## src/rtl/time_stamp_packer.sv

```systemverilog
// Frames a triggered ADC sample stream as header / payload / footer AXI-Stream words,
// stamping trigger and end times plus the timer wrap count into header and footer.
module time_stamp_packer #(
    parameter int TIME_STAMP_WIDTH = 16,
    parameter int WRAP_WIDTH       = 8,
    parameter int MAX_SAMPLES      = 64
) (
    input  logic                        AXIS_ACLK,
    input  logic                        AXIS_ARESET,
    input  logic [1:0]                  EXEC_STATE,
    input  logic [TIME_STAMP_WIDTH-1:0] I_CURRENT_TIME,
    input  logic [15:0]                 S_AXIS_TDATA,
    input  logic                        S_AXIS_TVALID,
    output logic                        S_AXIS_TREADY,
    output logic [31:0]                 M_AXIS_TDATA,
    output logic                        M_AXIS_TVALID,
    input  logic                        M_AXIS_TREADY,
    output logic                        M_AXIS_TLAST,
    output logic [WRAP_WIDTH-1:0]       O_WRAP_COUNT,
    output logic [7:0]                  O_DROP_COUNT
);

    localparam logic [1:0] EXEC_INIT = 2'b00;
    localparam logic [1:0] EXEC_TRG  = 2'b11;
    localparam logic [7:0] TAG_HDR   = 8'hAA;
    localparam logic [7:0] TAG_PLD   = 8'h55;
    localparam logic [7:0] TAG_FTR   = 8'hFF;
    localparam logic [7:0] MAX_CNT   = 8'(MAX_SAMPLES);

    typedef enum logic [1:0] {
        S_IDLE,
        S_HEADER,
        S_PAYLOAD,
        S_FOOTER
    } state_t;

    state_t                        state_reg;
    logic [1:0]                    prev_state_reg;
    logic [TIME_STAMP_WIDTH-1:0]   prev_time_reg;
    logic                          trig_armed_reg;
    logic [WRAP_WIDTH-1:0]         wrap_reg;
    logic [7:0]                    drop_reg;
    logic [7:0]                    sample_cnt_reg;
    logic                          closed_reg;
    logic [15:0]                   end_time_reg;
    logic [31:0]                   m_data_reg;
    logic                          m_valid_reg;
    logic                          m_last_reg;

    logic        trig_edge;
    logic        trig_end;
    logic        wrap_hit;
    logic        out_free;
    logic        close_now;
    logic        s_ready;
    logic        s_accept;
    logic [15:0] time16;
    logic [7:0]  wrap8;

    // Header always carries an 8-bit wrap field, zero-extended for narrow counters.
    genvar gi;
    generate
        for (gi = 0; gi < 8; gi++) begin : g_wrap8
            if (gi < WRAP_WIDTH) begin : g_bit
                assign wrap8[gi] = wrap_reg[gi];
            end else begin : g_pad
                assign wrap8[gi] = 1'b0;
            end
        end
    endgenerate

    assign time16 = I_CURRENT_TIME[15:0];

    // trig_armed_reg stops a TRG level present at reset release from counting as an edge.
    assign trig_edge = trig_armed_reg && (EXEC_STATE == EXEC_TRG) && (prev_state_reg != EXEC_TRG);
    assign trig_end  = (EXEC_STATE != EXEC_TRG);
    assign wrap_hit  = (EXEC_STATE != EXEC_INIT) && (prev_state_reg != EXEC_INIT)
                       && (I_CURRENT_TIME < prev_time_reg);

    assign out_free  = !m_valid_reg || M_AXIS_TREADY;
    assign close_now = trig_end || (sample_cnt_reg == MAX_CNT);
    assign s_ready   = (state_reg == S_PAYLOAD) && !close_now && out_free;
    assign s_accept  = s_ready && S_AXIS_TVALID;

    assign S_AXIS_TREADY = s_ready;
    assign M_AXIS_TDATA  = m_data_reg;
    assign M_AXIS_TVALID = m_valid_reg;
    assign M_AXIS_TLAST  = m_last_reg;
    assign O_WRAP_COUNT  = wrap_reg;
    assign O_DROP_COUNT  = drop_reg;

    always_ff @(posedge AXIS_ACLK or posedge AXIS_ARESET) begin
        if (AXIS_ARESET) begin
            state_reg      <= S_IDLE;
            prev_state_reg <= EXEC_INIT;
            prev_time_reg  <= '0;
            trig_armed_reg <= 1'b0;
            wrap_reg       <= '0;
            drop_reg       <= 8'h00;
            sample_cnt_reg <= 8'h00;
            closed_reg     <= 1'b0;
            end_time_reg   <= 16'h0000;
            m_data_reg     <= 32'h0000_0000;
            m_valid_reg    <= 1'b0;
            m_last_reg     <= 1'b0;
        end else begin
            prev_state_reg <= EXEC_STATE;
            prev_time_reg  <= I_CURRENT_TIME;
            if (EXEC_STATE != EXEC_TRG) begin
                trig_armed_reg <= 1'b1;
            end

            if (EXEC_STATE == EXEC_INIT) begin
                wrap_reg <= '0;
            end else if (wrap_hit) begin
                wrap_reg <= wrap_reg + 1'b1;
            end

            if (trig_edge && (state_reg != S_IDLE) && (drop_reg != 8'hFF)) begin
                drop_reg <= drop_reg + 8'd1;
            end

            case (state_reg)
                S_IDLE: begin
                    if (trig_edge) begin
                        m_data_reg     <= {TAG_HDR, wrap8, time16};
                        m_valid_reg    <= 1'b1;
                        m_last_reg     <= 1'b0;
                        sample_cnt_reg <= 8'h00;
                        closed_reg     <= 1'b0;
                        state_reg      <= S_HEADER;
                    end
                end

                S_HEADER: begin
                    // The header is already latched, so an early end only queues the footer.
                    if (trig_end && !closed_reg) begin
                        closed_reg   <= 1'b1;
                        end_time_reg <= time16;
                    end
                    if (M_AXIS_TREADY) begin
                        if (closed_reg || trig_end) begin
                            m_data_reg <= {TAG_FTR, sample_cnt_reg,
                                           closed_reg ? end_time_reg : time16};
                            m_last_reg <= 1'b1;
                            state_reg  <= S_FOOTER;
                        end else begin
                            m_valid_reg <= 1'b0;
                            state_reg   <= S_PAYLOAD;
                        end
                    end
                end

                S_PAYLOAD: begin
                    if (close_now) begin
                        end_time_reg <= time16;
                        state_reg    <= S_FOOTER;
                        if (out_free) begin
                            m_data_reg  <= {TAG_FTR, sample_cnt_reg, time16};
                            m_valid_reg <= 1'b1;
                            m_last_reg  <= 1'b1;
                        end
                    end else if (s_accept) begin
                        m_data_reg     <= {TAG_PLD, 8'h00, S_AXIS_TDATA};
                        m_valid_reg    <= 1'b1;
                        sample_cnt_reg <= sample_cnt_reg + 8'd1;
                    end else if (M_AXIS_TREADY) begin
                        m_valid_reg <= 1'b0;
                    end
                end

                S_FOOTER: begin
                    if (m_last_reg) begin
                        if (M_AXIS_TREADY) begin
                            m_valid_reg <= 1'b0;
                            m_last_reg  <= 1'b0;
                            state_reg   <= S_IDLE;
                        end
                    end else if (out_free) begin
                        // The last payload word has drained; present the footer now.
                        m_data_reg  <= {TAG_FTR, sample_cnt_reg, end_time_reg};
                        m_valid_reg <= 1'b1;
                        m_last_reg  <= 1'b1;
                    end
                end

                default: begin
                    state_reg <= S_IDLE;
                end
            endcase
        end
    end

endmodule

```

## config.mk

```make
export PLATFORM = sky130hd
export DESIGN_NAME = time_stamp_packer
export DESIGN_NICKNAME = d
export VERILOG_FILES = /design/src/rtl/time_stamp_packer.sv
export SDC_FILE = /design/constraint.sdc
export NUM_CORES = 1
export LEC_CHECK = 0
export BUFFER_PORTS_ARGS = -buffer_cell sky130_fd_sc_hd__buf_2
export CELL_PAD_IN_SITES_DETAIL_PLACEMENT = 1
export CELL_PAD_IN_SITES_GLOBAL_PLACEMENT = 2
export CORE_UTILIZATION = 35
export DETAILED_ROUTE_END_ITERATION = 10
export MAX_ROUTING_LAYER = met4
export PLACE_DENSITY = 0.88
export SLEW_MARGIN = 10
export SYNTH_ARGS = -nofsm -noshare
export SYNTH_HDL_FRONTEND = slang
export SYNTH_SLANG_ARGS = --single-unit
```

## constraint.sdc

```tcl
create_clock -name AXIS_ACLK -period 3.1 [get_ports AXIS_ACLK]
set_input_delay 0.155 -clock AXIS_ACLK [delete_from_list [all_inputs] [get_ports AXIS_ACLK]]
set_output_delay 0.155 -clock AXIS_ACLK [all_outputs]
set_load 0.05 [all_outputs]
```

# Yosys cells after proc, flatten, opt, wreduce, memory -nomap -nowiden
# Index checks and enable logic that the tools add are counted.
dict set report totals {
  regBits 96
  input_bits 38
  out_inout_bits 51
  wordCells 117
}
dict set report classes {
  add_sub_neg 3
  magnitude_cmp 1
  eq_ne 23
  n_mux 46
  reduce_logical 32
}
# cell n
set ops {}
lappend ops {{$mux 32} 8}
lappend ops {{$pmux 32 s4} 1}
lappend ops {{$mux 16} 3}
lappend ops {{$mux 8} 5}
lappend ops {{$pmux 16 s2} 1}
lappend ops {{$ne 2x2->1 const B} 15}
lappend ops {{$add 8x1->8 const B} 3}
lappend ops {{$mux 1} 18}
lappend ops {{$lt 16x16->1} 1}
lappend ops {{$pmux 8 s2} 1}
lappend ops {{$reduce_bool 2->1} 7}
lappend ops {{$logic_and 1x1->1} 10}
lappend ops {{$mux 2} 5}
lappend ops {{$reduce_and 5->1} 2}
lappend ops {{$reduce_and 3->1} 3}
lappend ops {{$eq 8x7->1 const B} 1}
lappend ops {{$ne 8x8->1 const B} 1}
lappend ops {{$pmux 1 s4} 2}
lappend ops {{$pmux 2 s4} 1}
lappend ops {{$reduce_and 7->1} 1}
lappend ops {{$eq 2x2->1 const B} 3}
lappend ops {{$ne 3x3->1 const B} 2}
lappend ops {{$logic_not 2->1} 2}
lappend ops {{$reduce_and 4->1} 1}
lappend ops {{4 further kinds} 8}

# Logic depth before layout (Yosys ltp)
# Gate-level depths: netlist of the first run.
dict set report logic_depth {
  word_depth 9
  ltp_mapped 9
  ltp_nobuf 8
}

# Least setup slack after synthesis of the first run
# No wires, ideal clock.
dict set report synth_path {
  kind {register to register}
  start {register state_reg[1]}
  end {register end_time_reg[0]}
  setup_ns 0.125
  arrival_ns 2.120
  required_ns 2.975
  slack_ns 0.855
  stages_incl_launch_ff 10
  path_buffers 3
  synth_period_minus_slack_ns 2.245
  path_cell_list {dfrtp_1 inv_1 ha_1 buf_2 nor2b_1 clkbuf_1 a21oi_1 a21oi_2 buf_2 mux2_2}
}
dict set report synth_via {
  elab_chain_len 3
  word_cells_on_any_way 7
  cone_classes {4 x eq/ne; 1 x mux; 2 x reduce/logical}
}
# item line_no
set synth_rtl {}
lappend synth_rtl {{from (decl)} 37} ;# state_t state_reg;
lappend synth_rtl {{from (signal assigned)} 94} ;# state_reg <= S_IDLE;
lappend synth_rtl {{from (signal assigned)} 131} ;# state_reg <= S_HEADER;
lappend synth_rtl {{from (signal assigned)} 146} ;# state_reg <= S_FOOTER;
lappend synth_rtl {{$eq 2x1->1 / $eq 2x2->1 (equally long branches)} 123} ;# case (state_reg)
lappend synth_rtl {{$ne 2x2->1 (no line) / $reduce_bool 2->1 (equally long branches)} --}
lappend synth_rtl {{$reduce_and 3->1 (no line)} --}
lappend synth_rtl {{to (signal assigned)} 139} ;# end_time_reg <= time16;
lappend synth_rtl {{to (signal assigned)} 156} ;# end_time_reg <= time16;
lappend synth_rtl {{to (decl)} 45} ;# logic [15:0] end_time_reg;
# Parallel ways exist; a longest one is shown, timed or not.
# A chain may end at the register's enable or synchronous reset.

# Worst setup path after layout of the first run
dict set report layout_path {
  start {input port I_CURRENT_TIME[9]}
  end {register wrap_reg[6] (netlist: O_WRAP_COUNT[6])}
}
dict set report layout_via {
  elab_chain_len 3
}
# item line_no
set layout_rtl {}
lappend layout_rtl {{from (decl)} 11} ;# input logic [TIME_STAMP_WIDTH-1:0] I_CURRENT_TIME,
lappend layout_rtl {{$lt 16x16->1} 78} ;# && (I_CURRENT_TIME < prev_time_reg);
lappend layout_rtl {{$logic_and 1x1->1} 78}
lappend layout_rtl {{$reduce_bool 2->1 (no line)} --}
lappend layout_rtl {{to (signal assigned)} 116} ;# wrap_reg <= wrap_reg + 1'b1;
lappend layout_rtl {{to (decl)} 41} ;# logic [WRAP_WIDTH-1:0] wrap_reg;
# No other way between the ends.

==> results of run 1 <==
[cells by family (layout without fill, tap and decap cells)]
group	after synthesis	in the layout	synth area share, %
simple gates	121	121	13.85
xor+xnor	9	9	1.724
buf+inv	50	157	4.817
mux	28	28	6.650
fa+ha+maj	23	23	6.295
flops	90	90	49.26
compound gates	117	117	17.41
[final timing paths]
| path | slack [ns] | end | start | cells after the start |
|---|---|---|---|---|
| max reg2reg | 0.67 | O_WRAP_COUNT[6] | prev_time_reg[9] | 8 |
| max in group asynchronous | 1.86 | M_AXIS_TVALID | AXIS_ARESET | 4 |
| min reg2reg | 0.47 | M_AXIS_TDATA[17] | M_AXIS_TDATA[17] | 2 |
| min in group asynchronous | 0.39 | end_time_reg[4] | AXIS_ARESET | 3 |
| max | 0.52 | O_WRAP_COUNT[6] | I_CURRENT_TIME[9] | 9 |
| min | 0.15 | sample_cnt_reg[2] | S_AXIS_TVALID | 3 |
[report_power, final]
part           total [W]  switching [W]  internal, W
Clock            0.00121       0.000479     0.000730
Combinational    0.00296        0.00204     0.000922
Sequential       0.00181       0.000276      0.00154
[Yosys cell counts (2+ instances only)]
cell,count
a22oi_1,16
buf_2,8
nand2_1,28
dfrtp_1,90
and3_1,7
mux2i_1,9
nor3_1,2
nand2b_1,5
inv_1,24
or3_1,6
xor2_1,2
a21oi_1,14
or4_1,4
o21a_1,2
nor2b_1,7
nand4_1,11
nand3_1,8
buf_4,6
and4_1,2
nor2_1,31
a31oi_1,17
xnor2_1,7
ha_1,23
clkbuf_1,12
mux2_2,19
and2_1,5
o21ai_0,19
o31ai_1,34
[metrics by stage]
stage	hold WS, ns	worst slack [ns]	util (%)	cells
floorplan	0.1864	0.6097	-	438
global placement	0.2005	0.7732	40.83	682
detailed placement	0.2144	0.6825	40.83	682
CTS	0.1341	0.5279	44.93	717
global route	0.1787	0.3752	44.93	717
finish	0.1479	0.5213	44.93	717
[area by class of cell]
class,instances,area (um2)
clock buffer,10,239.0
sequential,90,2252
inverter,24,91.34
clock inverter,6,90.09
fill,1446,6978
multi-input combinational,298,2100
tap,172,215.2
timing repair buffer,117,705.7
[per-layer routing]
layer  vias to the layer above  routed length (um)
li1                       1800                   -
met1                      1933                5852
met2                        76                6647
met3                         5                 501
met4                         0                  83
met5                         -                   0
[critical path: stages]
cell and delay (ns):
dlygate4sd3_1 0.53, buf_2 0.14, ha_1 0.30, a21o_1 0.16, a221o_1 0.35, a211oi_2 0.27
nand2_1 0.24, or4_1 0.52, a21oi_1 0.17
[timing repair]
action | CTS | global route
hold buffers | 19 | 0
hold endpoints to repair | 45 | 0
setup endpoints to repair | 0 | 0
==> flow_summary.json, run 1 <==
{
  "ctsResizeCount": 0,
  "clock_latency_ns": 0.34,
  "setup-tns-final_ns": 0,
  "synth_edf_count": 0,
  "syn_inst": 438,
  "diodes": 0,
  "clock_tree.buffer_depth": 2,
  "hold_viol": 0,
  "crit_fanout": 10,
  "synth.distinct_cells": 48,
  "maxSlewViolCount": 0,
  "numCtsBuffers": 9,
  "p_leak_nw": 2.628,
  "fmax_mhz": 387.8,
  "critical_path_required_ns": 3.36,
  "die_width_um": 116.3,
  "track_usage_pct": 21.38,
  "synth_warnings": 0,
  "ant_nets": 0,
  "slew-limit-headroom_pct": 41.52,
  "async_flop_share_pct": 100.0,
  "grtUsageMet1_pct": 26.51,
  "synth_top_area_share_pct": 49.26,
  "peakVddDrop_v": 0.0006772,
  "start_util_pct": 36.08,
  "syn_avg_cell_area_um2": 10.44,
  "cts-root-buf": "clkbuf_16",
  "area_growth_pct": 24.52,
  "setup_viol": 0,
  "cp-start-kind": "primary input",
  "ys.flop_type": "dfrtp_1",
  "crit_arrival_ns": 2.84,
  "syn-num-nets": 499,
  "drc": 0,
  "syn_area_mm2": 0.004572,
  "placed_area_mm2": 0.005174,
  "outcome": "finished, final reports clean",
  "grt_pass1_wl_um": 21530,
  "dp_hpwl_um": 9157,
  "grt_start_max_net_pins": 36,
  "core_mm2": 0.01267,
  "clkTransAtPathRegs_ns": 0.07,
  "drt-vias-per-instance": 5.319,
  "hp-class": "in2reg",
  "end_kind": "flop",
  "powerDensity_mw_per_mm2": 1052,
  "portBuffers": 88,
  "finalCritPeriodShare_pct": 83.19,
  "cts.sinks": 90,
  "layout_common_cells": "90 x dfrtp_1, 88 x buf_2, 34 x o31ai_1",
  "nNetsFinal": 601,
  "drtPass1Iterations": 4,
  "netlist_top_cells_area": "dfrtp_1 49%, ha_1 6.3%, o31ai_1 5.6%",
  "avgRoutedWirePerCell_um": 18.25,
  "rsz0062_at_grt": "false",
  "worst_slew_pin_slew_ns": 0.8700,
  "cts_setup_buffers": 0,
  "finalInstanceArea_mm2": 0.005693,
  "num_io_pins": 89,
  "antenna_found_initial": 0,
  "yosys.area.top_type": "dfrtp_1",
  "grt_pass1_vias": 4177,
  "cts_tree": "yes",
  "worst_clock_skew_ns": 0.005742,
  "met3_usage_pct": 3.166,
  "grt_remaining_overflow": 0,
  "drt_iter0_drc": 164,
  "dieArea_mm2": 0.01352,
  "ys_seq_elements": 90,
  "ctsHtreeMaxLevel": 3,
  "grt-busiest-layer": "met2",
  "largest_reg_flops": 26,
  "rows": 41,
  "die_h_um": 116.3,
  "drive_gt1_share_pct": 26.06,
  "met2_usage_pct": 36.49,
  "total_power_w": 0.005987,
  "routed_wl_um": 13090,
  "place_congestion": 0.7762,
  "worst-setup-path-type": "in2reg",
  "routed-via-count": 3814,
  "final_common_cell": "dfrtp_1",
  "maxCapViolations": 0,
  "period_needed_ns": 2.579,
  "yosysSeqAreaShare_pct": 49.26
}
(Power assumes the default switching activity.)
==> run 2, diff against run 1 <==
--- a/config.mk
+++ b/config.mk
@@ -5,10 +5,11 @@
 export SDC_FILE = /design/constraint.sdc
 export NUM_CORES = 1
 export LEC_CHECK = 0
+export ABC_AREA = 1
 export BUFFER_PORTS_ARGS = -buffer_cell sky130_fd_sc_hd__buf_2
 export CELL_PAD_IN_SITES_DETAIL_PLACEMENT = 1
 export CELL_PAD_IN_SITES_GLOBAL_PLACEMENT = 2
-export CORE_UTILIZATION = 35
+export CORE_UTILIZATION = 33
 export DETAILED_ROUTE_END_ITERATION = 10
 export MAX_ROUTING_LAYER = met4
 export PLACE_DENSITY = 0.88
==> constraint.sdc (replaced) <==
create_clock -name AXIS_ACLK -period 2.6 [get_ports AXIS_ACLK]
set_input_delay 0.13 -clock AXIS_ACLK [delete_from_list [all_inputs] [get_ports AXIS_ACLK]]
set_output_delay 0.13 -clock AXIS_ACLK [all_outputs]
set_load 0.05 [all_outputs]
==> flow_summary.json, run 2 <==
{
  "outcome": "finished, final reports clean",
  "grt_start_max_net_pins": 51,
  "routed-via-count": 5219,
  "worst-setup-path-type": "reg2reg",
  "core_mm2": 0.01594,
  "synth_edf_count": 0,
  "ctsResizeCount": 0,
  "async_flop_share_pct": 100.0,
  "grt_remaining_overflow": 0,
  "die_h_um": 130.2,
  "drt-vias-per-instance": 5.178,
  "final_common_cell": "nand2_1",
  "syn_area_mm2": 0.005426,
  "worst_slew_pin_slew_ns": 0.8082,
  "synth.distinct_cells": 46,
  "dieArea_mm2": 0.01696,
  "period_needed_ns": 2.380,
  "yosysMostFrequentCell": "nand2_1",
  "critical_path_required_ns": 2.82,
  "grt_pass1_wl_um": 28970,
  "die_width_um": 130.2,
  "track_usage_pct": 22.95,
  "clkTransAtPathRegs_ns": 0.07,
  "ant_nets": 0,
  "yosys.area.top_type": "dfrtp_1",
  "p_leak_nw": 3.331,
  "critical_path.max_stage_delay_ns": 0.44,
  "powerDensity_mw_per_mm2": 1207,
  "slew-limit-headroom_pct": 46.06,
  "synth_top_area_share_pct": 41.50,
  "min-delay-start": "S_AXIS_TDATA[11]",
  "ctsHtreeMaxLevel": 3,
  "numCtsBuffers": 9,
  "antenna_found_initial": 0,
  "nNetsFinal": 848,
  "grt_pass1_vias": 5675,
  "drc": 0,
  "maxCapViolations": 0,
  "ys_seq_elements": 90,
  "total_power_w": 0.007838,
  "largest_reg_flops": 26,
  "drt_iter0_drc": 266,
  "setup_viol": 0,
  "place_congestion": 0.8525,
  "rsz0062_at_grt": "false",
  "rr_startpoint": "sample_cnt_reg[0]",
  "finalCritPeriodShare_pct": 91.52,
  "cts-root-buf": "clkbuf_16",
  "worst_clock_skew_ns": 0.009485,
  "syn_inst": 695,
  "start_util_pct": 34.04,
  "area_growth_pct": 19.69,
  "path_cells": "inv_1, ha_1, nand4_4, nand2_2, nand2_1, nand2_1, nand2_2, nand3_4, o21ai_0",
  "crit_arrival_ns": 2.60,
  "cp-start-kind": "flop",
  "maxSlewViolCount": 0,
  "clock_tree.buffer_depth": 2,
  "diodes": 0,
  "netlist_top_cells_area": "dfrtp_1 42%, nand2_1 15%, nand3_1 6.2%",
  "end_kind": "flop",
  "yosysSeqAreaShare_pct": 41.50,
  "drtPass1Iterations": 4,
  "yosys-top-cells-count": "213 x nand2_1, 90 x dfrtp_1, 67 x nand3_1",
  "clock_latency_ns": 0.36,
  "rows": 46,
  "hold_end": "M_AXIS_TDATA[11]",
  "whs_path_depth": 5,
  "hp-class": "in2reg",
  "ys.flop_type": "dfrtp_1",
  "dp_hpwl_um": 12280,
  "r2r_slack_ns": 0.22,
  "setup-tns-final_ns": 0,
  "crit_fanout": 28,
  "hold_viol": 0,
  "avgRoutedWirePerCell_um": 17.53,
  "syn-num-nets": 756,
  "fmax_mhz": 420.2,
  "peakVddDrop_v": 0.0005221,
  "crit_path_top_delay_cell": "dfrtp_1",
  "cts.sinks": 90,
  "num_io_pins": 89,
  "syn_avg_cell_area_um2": 7.808,
  "r2r-end": "M_AXIS_TDATA[21]",
  "drive_gt1_share_pct": 19.57,
  "portBuffers": 88,
  "reg2reg_depth": 9,
  "synth_warnings": 0,
  "layout_common_cells": "213 x nand2_1, 90 x dfrtp_1, 88 x buf_2",
  "cts_tree": "yes",
  "fillers": 1995,
  "routed_wl_um": 17670
}
## run 2: cell types whose count changed in the layout (fill, tap and decap cells not counted), sizes merged, moves of 7 or more
cell   delta
a21oi    +11
a22oi    -16
a31oi    -17
inv      +40
mux2     -16
mux2i     -8
nand2   +192
nand3    +62
nand4    +28
nor2     +10
nor2b     -7
o21ai    +24
o31ai    -33
xor2      +7
## run 2: worst max path at each step
stage	from	end	slack, ns
3_5_place_dp	sample_cnt_reg[0]	M_AXIS_TDATA[21]	0.26
2_1_floorplan	AXIS_ARESET	M_AXIS_TDATA[0]	0.13
5_1_grt	sample_cnt_reg[0]	M_AXIS_TDATA[8]	0.04
6_report	sample_cnt_reg[0]	M_AXIS_TDATA[21]	0.22
4_1_cts	sample_cnt_reg[0]	M_AXIS_TDATA[21]	0.18
3_3_place_gp	sample_cnt_reg[0]	M_AXIS_TDATA[10]	0.30
## run 2: critical path: cells and delay by family (launching register included)
family	cells	cell delay, ns
and+or+nand+nor	6	1.32
DFF	1	0.44
buffers and inverters	1	0.12
AOI/OAI and AO/OA	1	0.14
adders and majority gates	1	0.20
## run 2: metrics by stage
stage               setup slack (ns)  hold slack, ns  std cells  cell area [um2]  util (%)
floorplan                     0.1347          0.1614        695             5426         -
global placement              0.3034          0.2819        973             6011     37.70
detailed placement            0.2611          0.2842        973             6011     37.70
CTS                           0.1841          0.1762       1008             6495     40.74
global route                 0.04414          0.2485       1008             6495     40.74
finish                        0.2204          0.1842       1008             6495     40.74
## run 2: kinds of logic (layout without fill, tap and decap cells)
logic type                 Yosys count  after routing  synth area share [%]
DFF                                 90             90                 41.50
xor gates and xnor gates            15             15                 2.421
buffers and inverters              100            197                 8.462
muxes                                4              4                0.8070
AOI/OAI and AO/OA                   79             79                 9.039
and+or+nand+nor                    384            384                 32.46
adders and majority gates           23             23                 5.303
## run 2: routing by layer
layer,routed length [um],part of all wire [%],up-vias,GRT usage [%]
met5,0,0,-,-
met2,9030,51,116,40.39
li1,-,-,2461,-
met1,7727,44,2619,26.99
met3,598,3.4,23,2.460
met4,310,1.8,0,8.276
## run 2: repair_timing
action	4_1_cts	5_1_grt
buffers inserted	0	0
hold endpoints to repair	58	0
endpoints found under the setup margin	0	0
hold buffers	19	0
## run 2: power by group
part	switching [W]	leakage (nW)	internal, W
Sequential	0.000362	1.13	0.00182
Clock	0.000608	0.142	0.000744
Combinational	0.00315	2.06	0.00115
Total	0.00412	3.33	0.00371
## run 2: layout make-up
| type | instances | area [um2] | share of cell area [%] |
|---|---|---|---|
| multi-input combinational | 505 | 2715 | 41.80 |
| sequential | 90 | 2252 | 34.68 |
| timing repair buffer | 117 | 718.2 | 11.06 |
| tap | 216 | 270.3 | 4.161 |
| inverter | 64 | 245.2 | 3.776 |
| clock buffer | 9 | 225.2 | 3.468 |
| clock inverter | 7 | 68.82 | 1.060 |
